**src/rtl/muldiv_pkg.sv**
```systemverilog
// ============================================================================
// Module   : muldiv_pkg
// Brief    : Op codes, FSM state encoding and flag indices for iter_muldiv.
// Revision : 1.0
// ============================================================================
`default_nettype none

package muldiv_pkg;

    localparam logic [1:0] OP_MUL   = 2'b00;
    localparam logic [1:0] OP_UMULL = 2'b01;
    localparam logic [1:0] OP_SMULL = 2'b10;
    localparam logic [1:0] OP_UDIV  = 2'b11;

    typedef enum logic [1:0] {
        S_IDLE = 2'b00,
        S_RUN  = 2'b01,
        S_FIX  = 2'b10,
        S_DONE = 2'b11
    } state_t;

    // flags = {N, Z, DZ}
    localparam int FLAG_N  = 2;
    localparam int FLAG_Z  = 1;
    localparam int FLAG_DZ = 0;

endpackage

`default_nettype wire

```
**src/rtl/cond_negate.sv**
```systemverilog
// ============================================================================
// Module   : cond_negate
// Brief    : Combinational two's-complement negate when i_en is high.
// Revision : 1.0
// ============================================================================
`default_nettype none

module cond_negate #(
    parameter int WIDTH = 32
) (
    input  logic             i_en,
    input  logic [WIDTH-1:0] i_data,
    output logic [WIDTH-1:0] o_data
);

    assign o_data = i_en ? ({WIDTH{1'b0}} - i_data) : i_data;

endmodule

`default_nettype wire

```
**src/rtl/iter_muldiv.sv**
```systemverilog
// ============================================================================
// Module   : iter_muldiv
// Brief    : Radix-2 iterative MUL/UMULL/SMULL/UDIV unit, start/done handshake.
//            UDIV datapath compiled only when ITER_MULDIV_DIV_EN is defined.
// Revision : 1.0
// ============================================================================
`default_nettype none

module iter_muldiv
    import muldiv_pkg::*;
#(
    parameter int WIDTH = 32
) (
    input  logic             clk,
    input  logic             reset,
    input  logic             start,
    input  logic [1:0]       op,
    input  logic [WIDTH-1:0] a,
    input  logic [WIDTH-1:0] b,
    output logic             busy,
    output logic             done,
    output logic [WIDTH-1:0] result_lo,
    output logic [WIDTH-1:0] result_hi,
    output logic [2:0]       flags
);

    localparam int            CW     = $clog2(WIDTH);
    localparam logic [CW-1:0] C_LAST = CW'(WIDTH - 1);

    state_t               r_state;
    logic [1:0]           r_op;
    logic                 r_sign;
    logic                 r_dz;
    logic [WIDTH-1:0]     r_mcand;
    logic [WIDTH-1:0]     r_mplr;
    logic [2*WIDTH-1:0]   r_acc;
    logic [CW-1:0]        r_cnt;
    logic                 r_busy;
    logic                 r_done;
    logic [WIDTH-1:0]     r_lo;
    logic [WIDTH-1:0]     r_hi;
    logic [2:0]           r_flags;

    logic [WIDTH-1:0]     w_abs_a;
    logic [WIDTH-1:0]     w_abs_b;
    logic [2*WIDTH-1:0]   w_prod;
    logic                 w_in_smull;
    logic                 w_is_div;
    logic [WIDTH-1:0]     w_addend;
    logic [WIDTH:0]       w_sum;
    logic [2*WIDTH-1:0]   w_mul_next;
    logic [2*WIDTH-1:0]   w_div_next;
    logic [WIDTH-1:0]     w_res_lo;
    logic [WIDTH-1:0]     w_res_hi;
    logic [2:0]           w_res_flags;

    assign w_in_smull = (op == OP_SMULL);
    assign w_is_div   = (r_op == OP_UDIV);

    cond_negate #(.WIDTH(WIDTH)) u_abs_a (
        .i_en   (w_in_smull & a[WIDTH-1]),
        .i_data (a),
        .o_data (w_abs_a)
    );

    cond_negate #(.WIDTH(WIDTH)) u_abs_b (
        .i_en   (w_in_smull & b[WIDTH-1]),
        .i_data (b),
        .o_data (w_abs_b)
    );

    cond_negate #(.WIDTH(2*WIDTH)) u_fix (
        .i_en   ((r_op == OP_SMULL) & r_sign),
        .i_data (r_acc),
        .o_data (w_prod)
    );

    // Shift-add: carry-out of the upper-half add becomes the new MSB after the shift.
    assign w_addend   = r_mplr[0] ? r_mcand : {WIDTH{1'b0}};
    assign w_sum      = {1'b0, r_acc[2*WIDTH-1:WIDTH]} + {1'b0, w_addend};
    assign w_mul_next = {w_sum, r_acc[WIDTH-1:1]};

`ifdef ITER_MULDIV_DIV_EN
    logic [WIDTH:0] w_rem_sh;
    logic [WIDTH:0] w_diff;
    logic           w_borrow;

    // Dividend bits enter from r_mplr's MSB; quotient builds in the low half.
    assign w_rem_sh   = {r_acc[2*WIDTH-1:WIDTH], r_mplr[WIDTH-1]};
    assign w_diff     = w_rem_sh - {1'b0, r_mcand};
    assign w_borrow   = (w_rem_sh < {1'b0, r_mcand});
    assign w_div_next = w_borrow ? {w_rem_sh[WIDTH-1:0], r_acc[WIDTH-2:0], 1'b0}
                                 : {w_diff[WIDTH-1:0],   r_acc[WIDTH-2:0], 1'b1};
`else
    assign w_div_next = r_acc;
`endif

    always_comb begin
        w_res_lo    = {WIDTH{1'b0}};
        w_res_hi    = {WIDTH{1'b0}};
        w_res_flags = 3'b000;
        case (r_op)
            OP_MUL: begin
                w_res_lo            = w_prod[WIDTH-1:0];
                w_res_flags[FLAG_N] = w_prod[WIDTH-1];
                w_res_flags[FLAG_Z] = (w_prod[WIDTH-1:0] == {WIDTH{1'b0}});
            end
            OP_UMULL, OP_SMULL: begin
                w_res_lo            = w_prod[WIDTH-1:0];
                w_res_hi            = w_prod[2*WIDTH-1:WIDTH];
                w_res_flags[FLAG_N] = w_prod[2*WIDTH-1];
                w_res_flags[FLAG_Z] = (w_prod == {2*WIDTH{1'b0}});
            end
            default: begin
`ifdef ITER_MULDIV_DIV_EN
                w_res_lo             = r_acc[WIDTH-1:0];
                w_res_hi             = r_acc[2*WIDTH-1:WIDTH];
                w_res_flags[FLAG_N]  = r_acc[WIDTH-1];
                w_res_flags[FLAG_Z]  = (r_acc == {2*WIDTH{1'b0}});
                w_res_flags[FLAG_DZ] = r_dz;
`else
                w_res_flags[FLAG_Z]  = 1'b1;
`endif
            end
        endcase
    end

    always_ff @(posedge clk) begin
        if (reset) begin
            r_state <= S_IDLE;
            r_op    <= OP_MUL;
            r_sign  <= 1'b0;
            r_dz    <= 1'b0;
            r_mcand <= {WIDTH{1'b0}};
            r_mplr  <= {WIDTH{1'b0}};
            r_acc   <= {2*WIDTH{1'b0}};
            r_cnt   <= {CW{1'b0}};
            r_busy  <= 1'b0;
            r_done  <= 1'b0;
            r_lo    <= {WIDTH{1'b0}};
            r_hi    <= {WIDTH{1'b0}};
            r_flags <= 3'b000;
        end else begin
            case (r_state)
                S_IDLE, S_DONE: begin
                    r_done <= 1'b0;
                    if (start) begin
                        r_state <= S_RUN;
                        r_busy  <= 1'b1;
                        r_op    <= op;
                        r_sign  <= w_in_smull & (a[WIDTH-1] ^ b[WIDTH-1]);
`ifdef ITER_MULDIV_DIV_EN
                        r_dz    <= (op == OP_UDIV) && (b == {WIDTH{1'b0}});
`else
                        r_dz    <= 1'b0;
`endif
                        r_mcand <= (op == OP_UDIV) ? b : w_abs_a;
                        r_mplr  <= (op == OP_UDIV) ? a : w_abs_b;
                        r_acc   <= {2*WIDTH{1'b0}};
                        r_cnt   <= {CW{1'b0}};
                    end else begin
                        r_state <= S_IDLE;
                    end
                end
                S_RUN: begin
                    r_acc  <= w_is_div ? w_div_next : w_mul_next;
                    r_mplr <= w_is_div ? {r_mplr[WIDTH-2:0], 1'b0}
                                       : {1'b0, r_mplr[WIDTH-1:1]};
                    r_cnt  <= r_cnt + CW'(1);
                    if (r_cnt == C_LAST) begin
                        r_state <= S_FIX;
                    end
                end
                S_FIX: begin
                    r_lo    <= w_res_lo;
                    r_hi    <= w_res_hi;
                    r_flags <= w_res_flags;
                    r_busy  <= 1'b0;
                    r_done  <= 1'b1;
                    r_state <= S_DONE;
                end
                default: begin
                    r_state <= S_IDLE;
                end
            endcase
        end
    end

    assign busy      = r_busy;
    assign done      = r_done;
    assign result_lo = r_lo;
    assign result_hi = r_hi;
    assign flags     = r_flags;

endmodule

`default_nettype wire

```
**config.mk**
```make
export PLATFORM = sky130hd
export DESIGN_NAME = iter_muldiv
export DESIGN_NICKNAME = d
export VERILOG_FILES = /design/src/rtl/muldiv_pkg.sv /design/src/rtl/cond_negate.sv /design/src/rtl/iter_muldiv.sv
export SDC_FILE = /design/constraint.sdc
export NUM_CORES = 1
export LEC_CHECK = 0
export CAP_MARGIN = 30
export CORE_ASPECT_RATIO = 1.25
export CORE_MARGIN = 2
export CORE_UTILIZATION = 58
export DETAILED_ROUTE_END_ITERATION = 7
export GPL_ROUTABILITY_DRIVEN = 0
export PLACE_DENSITY = 0.77
export SYNTH_ARGS = -nofsm -noshare
export SYNTH_HDL_FRONTEND = slang
export SYNTH_SLANG_ARGS = --single-unit
```
**constraint.sdc**
```tcl
create_clock -name clk -period 4.4 [get_ports clk]
set_input_delay 0.44 -clock clk [delete_from_list [all_inputs] [get_ports clk]]
set_output_delay 0.44 -clock clk [all_outputs]
set_load 0.02 [all_outputs]
```
; Word-level counts from Yosys, hierarchy flattened
; Cells that the tools add are included.
[word_totals]
ff_bits = 206
in_bits = 69
out_inout_bits = 69
wordCells = 71
[op_classes]
n_addsub = 5
eq_ne = 12
mux = 24
bitwise_logic = 5
reduce_logical = 13
[op_table]
columns = operator, count
row1 = 2-to-1 mux 32 bit, 9
row2 = 2-to-1 mux 64 bit, 3
row3 = one-hot mux 64 bit (2 select lines), 1
row4 = zero test 64 bit, 1
row5 = one-hot mux 32 bit (2 select lines), 1
row6 = "subtractor 1 x 32 -> 32 bit, first input constant", 2
row7 = "subtractor 1 x 64 -> 64 bit, first input constant", 1
row8 = adder 32 x 32 -> 33 bit, 1
row9 = zero test 32 bit, 1
row10 = "equality test 2 bit, second input constant", 6
row11 = one-hot mux 5 bit (2 select lines), 1
row12 = one-hot mux 1 bit (2 select lines), 4
row13 = "!= test 2 bit, second input constant", 3
row14 = one-hot mux 2 bit (3 select lines), 1
row15 = AND reduction 2 bit, 3
row16 = "adder 5 x 1 -> 5 bit, second input constant", 1
row17 = "equality test 5 bit, second input constant", 1
row18 = 2-to-1 mux 5 bit, 1
row19 = AND 1 bit, 4
row20 = "equality test 2 x 1 -> 1 bit, second input constant", 2
row21 = zero test 2 bit, 2
row22 = nonzero test 2 bit, 2
row23 = OR reduction 2 bit, 2
row24 = AND reduction 3 bit, 1
row25 = 4 further kinds, 5

; Depth between registers and ports, before layout
; Gate-level depths: netlist of run 1.
[logic_depth]
ltp_word = 6
depth_mapped = 14
depth_no_buf = 13

; Modules after synthesis
; A second synthesis of run 1 with hierarchy kept.
[hier_totals]
hier_cells = 1767
hier_area_um2 = 13807.0
[modules_own_cells]
columns = mod, n_inst, cells_each, area_each_um2, seq_area_each_um2
row1 = iter_muldiv, 1, 1353, 10819.1, 4124.0
row2 = cond_negate at u_abs_a ..., 2, 108, 767.0, 0.0
row3 = cond_negate at u_fix, 1, 198, 1453.9, 0.0

; Worst setup path after synthesis of run 1
; No wires, ideal clock.
[synth_path]
path_type = flip-flop to flip-flop
start = reg r_acc[34]
end = reg r_flags[1] (netlist: flags[1])
setup_time_ns = 0.059
arrival_time_ns = 3.337
required_ns = 4.341
path_slack_ns = 1.004
path_stages_with_launch = 12
n_path_buf = 2
synth_period_minus_slack_ns = 3.396
path_cell_list = dfxtp_1 -> clkbuf_1 -> or4_1 -> clkbuf_1 -> nor4_1 -> nor4b_2 -> a21oi_1 -> xnor2_1 -> or4_1 -> or4_1 -> or4_1 -> nand2_1
[synth_via]
elab_chain_cells = 4
[synth_rtl]
columns = element, line_no
row1 = start: declaration, iter_muldiv.sv:36  ; logic [2*WIDTH-1:0] r_acc;
row2 = start signal: assignment, iter_muldiv.sv:136  ; r_acc <= {2*WIDTH{1'b0}};
row3 = start signal: assignment, iter_muldiv.sv:159  ; r_acc <= {2*WIDTH{1'b0}};
row4 = start signal: assignment, iter_muldiv.sv:166  ; r_acc <= w_is_div ? w_div_next : w_mul_next;
row5 = subtractor 1 x 64 -> 64 bit, cond_negate.sv:16  ; assign o_data = i_en ? ({WIDTH{1'b0}} - i_data) : i_data;
row6 = 2-to-1 mux 64 bit *, cond_negate.sv:16
row7 = zero test 64 bit *, iter_muldiv.sv:112  ; w_res_flags[FLAG_Z] = (w_prod == {2*WIDTH{1'b0}});
row8 = one-hot mux 1 bit (2 select lines) *, iter_muldiv.sv:102  ; case (r_op)
row9 = end signal: assignment, iter_muldiv.sv:177  ; r_flags <= w_res_flags;
row10 = end: declaration, iter_muldiv.sv:42  ; logic [2:0] r_flags;
; Mark *: on every way between the ends. The rest lies on a longest branch, timed or not.
; A chain may end at the register's enable or synchronous reset.

; Worst setup path in the final report of run 1
[layout_path]
start = reg r_acc[1]
end = reg r_flags[1] (netlist: flags[1])
[layout_via]
elab_chain_cells = 4
word_cells_on_any_way = 5
classes_between = add/sub (1) / mux (2) / reduce/logical (2)
[layout_rtl]
columns = element, line_no
row1 = subtractor 1 x 64 -> 64 bit, cond_negate.sv:16
row2 = 2-to-1 mux 64 bit *, cond_negate.sv:16
row3 = zero test 64 bit or zero test 32 bit (tied branches), "iter_muldiv.sv:112, iter_muldiv.sv:106"
row4 = one-hot mux 1 bit (2 select lines) *, iter_muldiv.sv:102
; Marks and branches as above.

==> results.toml, run 1 <==
[yosys]
yosysUniqueCellTypes = 77
synth.avg_cell_area_sq_um = 7.69
synth-warning-count = 0
postSynthCellCount = 1729
postSynth.asyncResetShare_pct = 0
synth-seq-cells = 206
edff_count_synth = 0
mappedNetlistArea_sq_um = 13300
synth_sequential_area_ratio_pct = 31.0
synth-main-ff-cell = "sky130_fd_sc_hd__dfxtp_1"
synth.net_count = 1843

[sta]
period_minus_slack_ns = 3.91
slew_headroom_pct = 37.7
fin_worst_skew_ns = 0.0104
slew_viol_final = 0
tns_ns = 0
max_clock_freq_mhz = 256
hold-worst-slack_ns = 0.465
rsz0062_at_grt = "false"
fin_crit_share_pct = 88.9
timing.final.setup_violations = 0
final-hold-violation-count = 0
max_slew.worst_pin.slew_ns = 0.935

[grt]
grt_util_overall_pct = 30.5
globalRouteOverflowTotal = 0
pin_count_of_the_biggest_net_entering_global_routing = 109
via_count_of_the_first_global_routing_pass = 12200
antenna_violations_before_repair = 0
grt_first_pass_wirelength_um = 61900

[routing]
postRouteWirelength_um = 38100
wl_per_cell_um = 18.2
post_drt_via_cell_ratio = 6.27
antenna_violating_nets_post_route = 0
initial_drt_pass_iterations = 6
drc_errors = 0
vias = 13100
drt_first_iter_violations = 811

[setup_path]
timing.critical_path.buf_inv = 1
worstPathRequired_ns = 4.85
timing.critical_path.max_delay_family = "simple AND/OR/NAND/NOR gates"
timing.critical_path.fanout_max = 13
critical-path-top-cell-by-count = "sky130_fd_sc_hd__or4b_1"
critical_path_class = "flop to flop"
crit_slowest_cell = "sky130_fd_sc_hd__and4_1"
crit_path_end_kind = "flop"
critical_path_arrival_ns = 4.36
cp_cell_sequence = "inv_1 -> ha_1 -> nor4b_2 -> and4_1 -> a21oi_1 -> xnor2_1 -> or4b_1 -> or4b_1 -> o31a_1 -> or4_1 -> nand2_1"
critical-path-max-stage-delay_ns = 0.58
setup.worst_path.start_class = "flop"

[placement]
count_of_input_and_output_buffers = 136
dp_hpwl_um = 27900
placed_inst_area_sq_um = 14800

[pwr]
leakage_uw = 0.00598
peak_vdd_ir_uv = 334
power_density_nw_per_um2 = 391

[clock_tree]
cts_buffers = 22
clkLatencyLatePin_ns = 0.51
cts_root_buffer = "sky130_fd_sc_hd__clkbuf_16"
tritoncts = "done"
cts_hold_buf = 0
clock-sinks = 206
postCtsSetupRepairBufs = 0
cts.reportedPaths.clkPinSlew_ns = 0.06
post_cts_resize_count = 0
clockBufferDepth = 3
cts_htree_levels = 1

[floorplanning]
ioPinCount = 138
floorplan.die.height_um = 173
rows = 61
die_width_um = 139
start_util_pct = 59.4
area_of_the_die_sq_um = 24200
core_area_sq_um = 22400

[cells_and_area]
antenna_cells = 0
layout.cells.most_common = "sky130_fd_sc_hd__nor2_1"
flow.area_growth_from_synthesis_pct = 16.8
final_net_count = 1911
drive_above_1_share_pct = 5.08
commonest_cells_after_routing_fill_and_taps_aside = "sky130_fd_sc_hd__nor2_1, sky130_fd_sc_hd__dfxtp_1, sky130_fd_sc_hd__a21oi_1"
final_area_sq_um = 15500

[flow_run]
max-cap-violations = 0

[worst_hold_path]
holdCritPathClass = "input pin to flop"

[outcome]
outcome = "completed"
[sequential cells by signal, indices dropped and copies added, names as in the netlist]
register,cells
result_hi,32
r_cnt,5
r_sign,1
r_acc,64
flags,2
r_mcand,32
result_lo,32
busy,1
done,1
r_state,2
r_mplr,32
r_op,2
[cell usage after synthesis, drive strengths merged (13+ instances only)]
cell type / count / area share (%)
nand2: 126 / 3.6
inv: 36 / 1.0
xnor2: 81 / 5.3
ha: 44 / 4.1
a21o: 16 / 0.90
a22o: 17 / 1.1
a211oi: 45 / 2.5
nand3: 32 / 1.2
o31ai: 13 / 0.73
o21ai: 54 / 2.0
buf: 20 / 0.74
or4: 14 / 0.85
clkbuf: 101 / 2.9
o211ai: 14 / 0.79
nor2: 278 / 7.9
dfxtp: 206 / 31
nor3: 57 / 2.3
or3: 14 / 0.70
nor4: 22 / 1.3
xor2: 66 / 4.3
a22oi: 98 / 5.5
a21oi: 157 / 5.9
mux2i: 36 / 2.7
and2: 41 / 1.9
a31oi: 28 / 1.3
[kinds of logic after synthesis]
kind of cell / synth area share, %
AOI/OAI and AO/OA: 24.7
buffers and inverters: 4.64
DFF: 31.0
and+or+nand+nor: 23.0
other: 0.0282
muxes: 2.71
xor gates and xnor gates: 9.69
adders and majority gates: 4.29
[where the power goes]
group | leakage, uW | switching, uW | internal (uW)
registers | 0.00167 | 171 | 2090
clock network | 0.000375 | 750 | 1200
logic | 0.00394 | 1260 | 600
[path summary, 6_finish.rpt]
path                               startpoint            end  slack [ns]  depth (start not counted)
worst min register to register  result_hi[21]  result_hi[21]        0.47                          2
worst max-delay path                 r_acc[1]       flags[1]        0.49                         11
worst min-delay path                    reset  result_hi[19]        0.46                          2
worst max register to register       r_acc[1]       flags[1]        0.49                         11
[routing by layer]
layer | wire length [um] | GRT usage (%)
met4 | 1850 | 15.1
met5 | 0 | 0
met3 | 2260 | 3.56
met2 | 18800 | 54.2
met1 | 15300 | 36.4
[stage by stage]
stage	worst slack, ns	instances	total power, uW	utilization [%]
final	0.489	2095	6070	69.4
after global placement	0.610	2056	4090	66.0
after CTS	0.514	2095	6070	69.4
after global routing	0.269	2095	6390	69.4
after detailed placement	0.534	2056	4130	66.0
after floorplan	1.00	1729	3560	-
[area by class of cell]
cell class                 instances  area, sq um
clock inverter                     8          118
fill                            1910         6830
sequential                       206         4120
tap                              283          354
inverter                          37          139
timing repair buffer             165         1580
clock buffer                      31          646
multi-input combinational       1365         8570
No activity file was read; power rests on OpenSTA's default activity.
==> inputs of run 2 (changes only) <==
CAP_MARGIN = default   (was 30)
CTS_CLUSTER_DIAMETER = 150   (was default)
==> results of run 2 <==
No change in the layout: final DEF, timing and power equal those of run 1.
==> inputs of run 3 (changes only) <==
PLACE_DENSITY = 0.81   (was 0.77)
==> results.toml, run 3 (synthesis results as in run 1) <==
[clock_tree]
cts_buffers = 21
clockBufferDepth = 3
post_cts_resize_count = 0
postCtsSetupRepairBufs = 0
tritoncts = "done"
cts_hold_buf = 0
clkLatencyLatePin_ns = 0.49
clock-sinks = 206
cts_root_buffer = "sky130_fd_sc_hd__clkbuf_16"
cts.reportedPaths.clkPinSlew_ns = 0.06
cts_htree_levels = 1

[sta]
fin_crit_share_pct = 88.5
final-hold-violation-count = 0
max_clock_freq_mhz = 257
max_slew.worst_pin.slew_ns = 1.08
slew_headroom_pct = 27.7
period_minus_slack_ns = 3.90
slew_viol_final = 0
tns_ns = 0
timing.final.setup_violations = 0
rsz0062_at_grt = "false"
fin_worst_skew_ns = 0.0121

[setup_path]
setup.worst_path.start_class = "flop"
critical_path_class = "flop to flop"
critical-path-top-cell-by-count = "sky130_fd_sc_hd__or4b_1"
r2r.worst_path.cells = 11
crit_slowest_cell = "sky130_fd_sc_hd__and4_1"
critical_path_arrival_ns = 4.32
timing.critical_path.fanout_max = 13
critical-path-max-stage-delay_ns = 0.54
timing.critical_path.buf_inv = 1
crit_path_end_kind = "flop"
worstPathRequired_ns = 4.83
cp_cell_sequence = "inv_1 -> ha_1 -> nor4b_2 -> and4_1 -> a21oi_1 -> xnor2_1 -> or4b_1 -> or4b_1 -> o31a_1 -> or4_1 -> nand2_1"
worstSetupPathDepth = 11
timing.critical_path.max_delay_family = "simple AND/OR/NAND/NOR gates"

[cells_and_area]
flow.area_growth_from_synthesis_pct = 16.0
commonest_cells_after_routing_fill_and_taps_aside = "sky130_fd_sc_hd__nor2_1, sky130_fd_sc_hd__dfxtp_1, sky130_fd_sc_hd__a21oi_1"
final_net_count = 1909
layout.cells.most_common = "sky130_fd_sc_hd__nor2_1"
top_reg_by_flops = "r_acc"
antenna_cells = 0
layout.cells.non_filler = 2090
drive_above_1_share_pct = 4.81
fill_cells = 1881
largest_register_ff_count = 64
final_area_sq_um = 15400

[grt]
grt_util_overall_pct = 30.2
globalRouteOverflowTotal = 0
antenna_violations_before_repair = 0
pin_count_of_the_biggest_net_entering_global_routing = 113
via_count_of_the_first_global_routing_pass = 12500
grt_first_pass_wirelength_um = 62000

[floorplanning]
floorplan.die.height_um = 173
start_util_pct = 59.4
area_of_the_die_sq_um = 24200
core_area_sq_um = 22400
rows = 61
die_width_um = 139
ioPinCount = 138

[placement]
placed_inst_area_sq_um = 14800
dp_cell_count = 2055
count_of_input_and_output_buffers = 136
dp_hpwl_um = 27500

[outcome]
outcome = "completed"

[routing]
drt_first_iter_violations = 880
antenna_violating_nets_post_route = 0
wl_per_cell_um = 18.0
postRouteWirelength_um = 37600
vias = 13100
drc_errors = 0
initial_drt_pass_iterations = 5
post_drt_via_cell_ratio = 6.27

[flow_run]
max-cap-violations = 0

[worst_hold_path]
worstHoldPathCells = 2
holdCritPathClass = "flop to flop"

[pwr]
power_density_nw_per_um2 = 381
leakage_uw = 0.00593
peak_vdd_ir_uv = 345
## run 3: area by class of cell
type | instances | area (sq um) | share of cell area (%)
clock buffers | 27 | 568 | 3.68
clock inverters | 8 | 93.8 | 0.609
inverters | 37 | 139 | 0.901
multi-input cells | 1365 | 8570 | 55.6
flip-flops and latches | 206 | 4120 | 26.7
well taps | 283 | 354 | 2.30
repair buffers | 164 | 1570 | 10.2
## run 3: worst paths after layout
| kind | end | start | slack (ns) |
|---|---|---|---|
| max | flags[1] | r_acc[1] | 0.50 |
| min | result_hi[21] | result_hi[21] | 0.46 |
| max reg2reg | flags[1] | r_acc[1] | 0.50 |
| min reg2reg | result_hi[21] | result_hi[21] | 0.46 |
## run 3: worst min-delay path: stages (launching register included)
cell,delay [ns]
sky130_fd_sc_hd__dfxtp_1,0.31
sky130_fd_sc_hd__nand2_1,0.06
sky130_fd_sc_hd__a21oi_1,0.05
## run 3: stage by stage
step / worst slack [ns] / hold WS (ns) / power (uW) / util [%]
floorplan: 1.00 / 0.436 / 3560 / -
global placement: 0.575 / 0.445 / 4070 / 66.0
detailed placement: 0.547 / 0.455 / 4120 / 66.0
CTS: 0.519 / 0.463 / 5870 / 69.0
global route: 0.229 / 0.480 / 6200 / 69.0
finish: 0.504 / 0.460 / 5880 / 69.0
## run 3: report_power, final
group / leakage, uW / switching (uW) / total (uW) / internal, uW
logic: 0.00393 / 1260 / 1860 / 603
clock network: 0.000330 / 726 / 1750 / 1030
registers: 0.00167 / 176 / 2270 / 2090
total: 0.00593 / 2160 / 5880 / 3720
## run 3: per-layer routing
layer  global-route usage (%)  routed length (um)  up-vias
met4                     14.9                1750        0
li1                         -                   -     6346
met3                     3.29                2390      121
met5                        0                   0        -
met2                     52.7               18300      577
met1                     36.9               15100     6069
